## src/rtl/register_file_pkg.sv

```systemverilog
// Shared constants and address-legality helper for the parametrised register file.
package register_file_pkg;

    localparam int RF_WIDTH  = 32;
    localparam int RF_DEPTH  = 32;
    localparam int RF_ADDR_W = 5;

    localparam int unsigned RF_ZERO_ADDR = 0;

    // An address is legal to write or read from storage when it is inside the
    // array and is not the hardwired zero register.
    function automatic logic addr_legal(input int unsigned addr,
                                        input int unsigned depth,
                                        input bit          zero_reg);
        return (addr < depth) && !(zero_reg && (addr == RF_ZERO_ADDR));
    endfunction

endpackage

```

## src/rtl/register_file_read_port.sv

```systemverilog
// One read port: zero/out-of-range/bypass selection followed by an
// enable-gated output register.
module register_file_read_port
    import register_file_pkg::*;
#(
    parameter int WIDTH    = RF_WIDTH,
    parameter int DEPTH    = RF_DEPTH,
    parameter int ADDR_W   = RF_ADDR_W,
    parameter int ZERO_REG = 1,
    parameter int BYPASS   = 1
) (
    input  logic              clk,
    input  logic              reset,
    input  logic              rd_en,
    input  logic [ADDR_W-1:0] addr,
    input  logic              wr_en0,
    input  logic [ADDR_W-1:0] aw0,
    input  logic [WIDTH-1:0]  dw0,
    input  logic              wr_en1,
    input  logic [ADDR_W-1:0] aw1,
    input  logic [WIDTH-1:0]  dw1,
    input  logic [WIDTH-1:0]  stored,
    output logic [WIDTH-1:0]  data
);

    logic [WIDTH-1:0] data_reg;
    logic [WIDTH-1:0] data_next;
    logic             legal;

    assign legal = addr_legal(32'(addr), DEPTH, ZERO_REG != 0);

    // Lane 1 is the younger instruction, so it is checked before lane 0.
    always_comb begin
        data_next = stored;
        if (!legal)
            data_next = '0;
        else if ((BYPASS != 0) && wr_en1 && (aw1 == addr))
            data_next = dw1;
        else if ((BYPASS != 0) && wr_en0 && (aw0 == addr))
            data_next = dw0;
    end

    always_ff @(posedge clk or posedge reset) begin
        if (reset)
            data_reg <= '0;
        else if (rd_en)
            data_reg <= data_next;
    end

    assign data = data_reg;

endmodule

```

## src/rtl/register_file_param.sv

```systemverilog
// Dual-write, dual-read register file with optional bypass and zero register.
// Storage is cleared on reset, so it is built from flops rather than block RAM.
module register_file_param
    import register_file_pkg::*;
#(
    parameter int WIDTH    = RF_WIDTH,
    parameter int DEPTH    = RF_DEPTH,
    parameter int ADDR_W   = RF_ADDR_W,
    parameter int ZERO_REG = 1,
    parameter int BYPASS   = 1
) (
    input  logic              clk,
    input  logic              reset,
    input  logic              WrEn0,
    input  logic [ADDR_W-1:0] Aw0,
    input  logic [WIDTH-1:0]  Dw0,
    input  logic              WrEn1,
    input  logic [ADDR_W-1:0] Aw1,
    input  logic [WIDTH-1:0]  Dw1,
    input  logic              RdEn,
    input  logic [ADDR_W-1:0] Aa,
    input  logic [ADDR_W-1:0] Ab,
    output logic [WIDTH-1:0]  Da,
    output logic [WIDTH-1:0]  Db
);

    logic [WIDTH-1:0] mem [DEPTH];
    logic             wr_legal0;
    logic             wr_legal1;
    logic [WIDTH-1:0] stored_a;
    logic [WIDTH-1:0] stored_b;

    assign wr_legal0 = WrEn0 && addr_legal(32'(Aw0), DEPTH, ZERO_REG != 0);
    assign wr_legal1 = WrEn1 && addr_legal(32'(Aw1), DEPTH, ZERO_REG != 0);

    genvar gi;
    generate
        for (gi = 0; gi < DEPTH; gi++) begin : g_reg
            logic [WIDTH-1:0] q_reg;

            // Lane 1 takes priority when both lanes hit the same register.
            always_ff @(posedge clk or posedge reset) begin
                if (reset)
                    q_reg <= '0;
                else if (wr_legal1 && (Aw1 == ADDR_W'(gi)))
                    q_reg <= Dw1;
                else if (wr_legal0 && (Aw0 == ADDR_W'(gi)))
                    q_reg <= Dw0;
            end

            assign mem[gi] = q_reg;
        end
    endgenerate

    assign stored_a = (32'(Aa) < DEPTH) ? mem[Aa] : '0;
    assign stored_b = (32'(Ab) < DEPTH) ? mem[Ab] : '0;

    register_file_read_port #(
        .WIDTH(WIDTH), .DEPTH(DEPTH), .ADDR_W(ADDR_W),
        .ZERO_REG(ZERO_REG), .BYPASS(BYPASS)
    ) u_port_a (
        .clk(clk), .reset(reset), .rd_en(RdEn), .addr(Aa),
        .wr_en0(WrEn0), .aw0(Aw0), .dw0(Dw0),
        .wr_en1(WrEn1), .aw1(Aw1), .dw1(Dw1),
        .stored(stored_a), .data(Da)
    );

    register_file_read_port #(
        .WIDTH(WIDTH), .DEPTH(DEPTH), .ADDR_W(ADDR_W),
        .ZERO_REG(ZERO_REG), .BYPASS(BYPASS)
    ) u_port_b (
        .clk(clk), .reset(reset), .rd_en(RdEn), .addr(Ab),
        .wr_en0(WrEn0), .aw0(Aw0), .dw0(Dw0),
        .wr_en1(WrEn1), .aw1(Aw1), .dw1(Dw1),
        .stored(stored_b), .data(Db)
    );

endmodule

```

## config.mk

```make
export PLATFORM = sky130hd
export DESIGN_NAME = register_file_param
export DESIGN_NICKNAME = d
export VERILOG_FILES = /design/src/rtl/register_file_pkg.sv /design/src/rtl/register_file_read_port.sv /design/src/rtl/register_file_param.sv
export SDC_FILE = /design/constraint.sdc
export NUM_CORES = 2
export LEC_CHECK = 0
export CAP_MARGIN = 10
export CORE_AREA = 8 8 449 451
export DETAILED_ROUTE_END_ITERATION = 10
export DIE_AREA = 0 0 457 459
export DONT_BUFFER_PORTS = 1
export GPL_TIMING_DRIVEN = 1
export MAX_ROUTING_LAYER = met4
export SYNTH_ARGS = -nofsm -noshare
export SYNTH_HDL_FRONTEND = slang
export SYNTH_SLANG_ARGS = --single-unit
```

## constraint.sdc

```tcl
create_clock -name clk -period 96.1 [get_ports clk]
set_clock_uncertainty 0.2 [all_clocks]
set_input_delay 19.22 -clock clk [delete_from_list [all_inputs] [get_ports clk]]
set_output_delay 19.22 -clock clk [all_outputs]
set_load 0.05 [all_outputs]
```

==> run summary <==
The flow ran to the end, and the final reports show no timing, DRC or antenna violations. TritonCTS built the clock tree. The register clock-pin slew on the reported worst setup and hold paths works out to 0.06 ns. The floorplan has 162 rows. In this run, the number of DRC markers left after iteration 0 of detailed routing was 7141. Post-CTS repair changed the size of 0 cells. Across all register-to-register paths, the minimum setup slack is 93.82 ns. The logs give 0 for the number of hold-repair buffers added at the cts stage and 274000 um for the total routed wirelength.

The congestion estimate from routability-driven global placement came to 0.855. The run gives 6 as the number of detailed-route iterations in the first pass. The clock passes through at most 3 buffers.

Traced cell by cell, the critical path runs through inv_8 > buf_4 > buf_4 > buf_4 > buf_4. The tools report the instance count of the mapped netlist as 6853. The post-route setup TNS is 0 ns, and the share of post-route cells with drive strength above 1 is 0.189. The power per cell area came out at 21.4 nW/um^2.

STA puts the critical path data arrival time at 23.31 ns. For the via count of the first global-routing pass, the log shows 54.9k. The design draws 0.00156 W. The worst hold path stage count came out at 0. After synthesis the cells add up to 67500 sq um.

Buffers inserted during clock tree synthesis total 130. The run gives 0.403 as the share of synthesized area occupied by flip-flops and latches. Entering global routing, the biggest net connects 383 pins.

The cell family contributing the most delay on the critical path is buffers and inverters. The critical path runs through a total of 5 cells. Depth of the worst register-to-register path: 5.

For this run, the number of standard cells in the final layout without fillers is 8885. The top-level port count was 153. The slowest stage of the critical path is the buf_4 cell. The tools report the hold-critical path endpoint as g_reg[0].q_reg[29]. The clock tree synthesis step divided the H-tree into 4 levels.

The proportion of register bits with asynchronous set or reset after synthesis works out to 1.00. For the pin with the worst max-slew slack, the measured transition is 1.30 ns. The run gives 0.78 ns as the later-pin clock latency in the skew report. The clock net in this run drives a total of 1088 sinks.

The mean cell area of the mapped netlist works out to 9.85 sq um. The run gives 73.34 ns as the smallest setup slack after layout. The capturing point of the worst reg2reg path was u_port_b.data[28].

In this run the critical register-to-register path is launched from g_reg[21].q_reg[28]. Based on the critical path, the design can be clocked at up to 0.0439 GHz. The largest vdd supply drop is 0.0114 mV. The die extent in y was 459 um; the total grt overflow was 0.

The register with the most flip-flops in the layout has 1024 of them. In the routed layout, each cell is associated on average with a via count of 6.30. In this run the tool buffered the top-level ports with 0 buffer cells.

The number of setup buffers added after CTS is 0. The required time at the worst-slack endpoint came out at 96.65 ns. Setup violations remaining at the end of the flow were counted as 0.

The final routed DRC violation total was 0. The total of flip-flops plus latches after synthesis was 1088. Setup repair after global routing left no endpoint under its margin.

The shortest period the worst path allows was 22.76 ns; the final-report max-slew violation count was 0. For this block, the via count after detailed routing is 56.0k. Once layout is done, the placed cells without fillers occupy 72700 sq um.

The share of the cycle needed by the critical path after routing came out at 0.237. In the final design database the tool counted 6335 nets. The net count of the mapped netlist was 6942. STA classifies the critical path endpoint as an async pin. The worst hold path belongs to the class flip-flop to flip-flop. The worst max-slew margin expressed relative to the limit was 0.134; the total routing usage reported by global routing was 0.257. For the wire length of the first global-routing pass, the log shows 391000 um.

The leakage component of the power is 30.9 nW. Instance area after placement: 68500 sq um. Once placement completed, the tool counted placed cells totaling 8655. The HPWL reported at the end of detailed placement was 148000 um.

In this design, the critical path's most frequently occurring cell is buf_4. Across the run, the number of max-cap violations was 0. The startpoint of the most critical hold path is g_reg[0].q_reg[29].

Critical path launch point type: a primary input. The critical path is of the primary input to async pin type. The width of the die was 457 um.

The die covers 210000 sq um. The tools report the CTS root buffer as clkbuf_16. The floorplan step defined a core boundary enclosing 194000 sq um. In this design, the stage delay of the slowest critical-path cell is 0.85 ns. From synthesis to final layout, the design area changed by 7.74%. Post-route antenna net violation count: 0. The count of unique library cells instantiated by Yosys came out at 60. The final routed wire length divided by cell count was 30.8 um.

The highest fanout seen on the critical path came out at 120. The worst slack at placement was 72.41 ns. The number of endpoints with negative hold slack in the final report was 0.

The most used flip-flop cell after synthesis is dfrtp_1. The Yosys step of the flow raised 0 warnings. The count of buffer and inverter cells on the critical path is 5.

The number of flops mapped to enable cells by yosys was 0. Effective utilization at floorplan: 0.348. The tools report the initial antenna violation count as 2.
-- through the flow --
step / hold WS [ns] / util
finish: 0.197 / 0.374
global route: 0.208 / 0.374
CTS: 0.196 / 0.374
detailed placement: 0.183 / 0.353
global placement: 0.178 / 0.352
floorplan: 0.241 / -
-- kinds of logic after synthesis --
| kind of cell | count (synthesis) | share of synthesized area |
|---|---|---|
| buffers and inverters | 872 | 0.0552 |
| muxes | 1541 | 0.286 |
| AOI/OAI and AO/OA | 1814 | 0.161 |
| xor gates and xnor gates | 20 | 0.00260 |
| and+or+nand+nor | 1518 | 0.0913 |
| DFF | 1088 | 0.403 |
-- worst reg2reg max path: stages (launching register included) --
cell	delay (ns)
dfrtp_1	0.40
mux4_2	0.47
a22o_1	0.25
a221o_1	0.34
a221oi_1	0.28
o221ai_1	0.15
-- how the worst max path moves through the flow --
stage | from | endpoint
after floorplan | reset | g_reg[0].q_reg[0]
after global placement | reset | g_reg[22].q_reg[5]
after CTS | reset | g_reg[21].q_reg[5]
after detailed placement | reset | g_reg[4].q_reg[5]
after global routing | reset | g_reg[16].q_reg[5]
final | reset | g_reg[9].q_reg[5]
-- layout make-up --
cell class / instances / area, sq um
multi-input combinational: 4893 / 37100
clock inverter: 26 / 234
timing repair buffer: 101 / 833
sequential: 1088 / 27200
fill: 19000 / 121000
tap: 2542 / 3180
antenna: 4 / 10.0
clock buffer: 199 / 3980
inverter: 32 / 128
-- per-layer routing --
layer  vias up  GRT usage  part of all wire
li1      23500          -                 -
met1     28100      0.311              0.38
met2      3421      0.394              0.45
met3       940     0.0576              0.10
met4         0      0.153             0.070
met5         -          -                 0
-- cell usage in the layout, fill, tap and decap left out, types with 34 or more instances in the layout --
cell type and instances:
dfrtp_1 1088, nor2_1 1081, a21oi_1 1015, mux2i_1 779, mux2_2 500, nand2_1 265, mux4_2 262, o22ai_1 248
o21ai_0 205, clkbuf_16 136, buf_4 95, nor2b_1 68, a221o_1 64, a22o_1 62, o221ai_1 62, o21ai_1 57
a221oi_2 47, clkbuf_8 34
-- power breakdown --
part	switching, W	internal (W)	total, W
combinational	0.000159	0.000195	0.000354
clock	0.000208	0.000292	0.000500
sequential	0.000121	0.000579	0.000700
-- cells in the mapped netlist, types with 15 or more instances --
master       n  area [sq um]
nor2_1    1093          4100
dfrtp_1   1088         27200
a21oi_1   1015          5080
mux2i_1    779          7800
mux2_2     500          5630
clkbuf_1   481          1810
nand2_1    273          1020
mux4_2     262          5900
o22ai_1    251          1570
buf_2      242          1210
o21ai_0    205          1030
buf_1       92           345
nor2b_1     70           438
a221o_1     64           641
a22o_1      62           543
o221ai_1    62           543
o21ai_1     59           295
a221oi_2    47           706
clkinv_1    31           116
nand2b_1    17           106
a221oi_1    15           131
buf_6       15           169
Note: power is estimated with default switching activity, not from simulation.
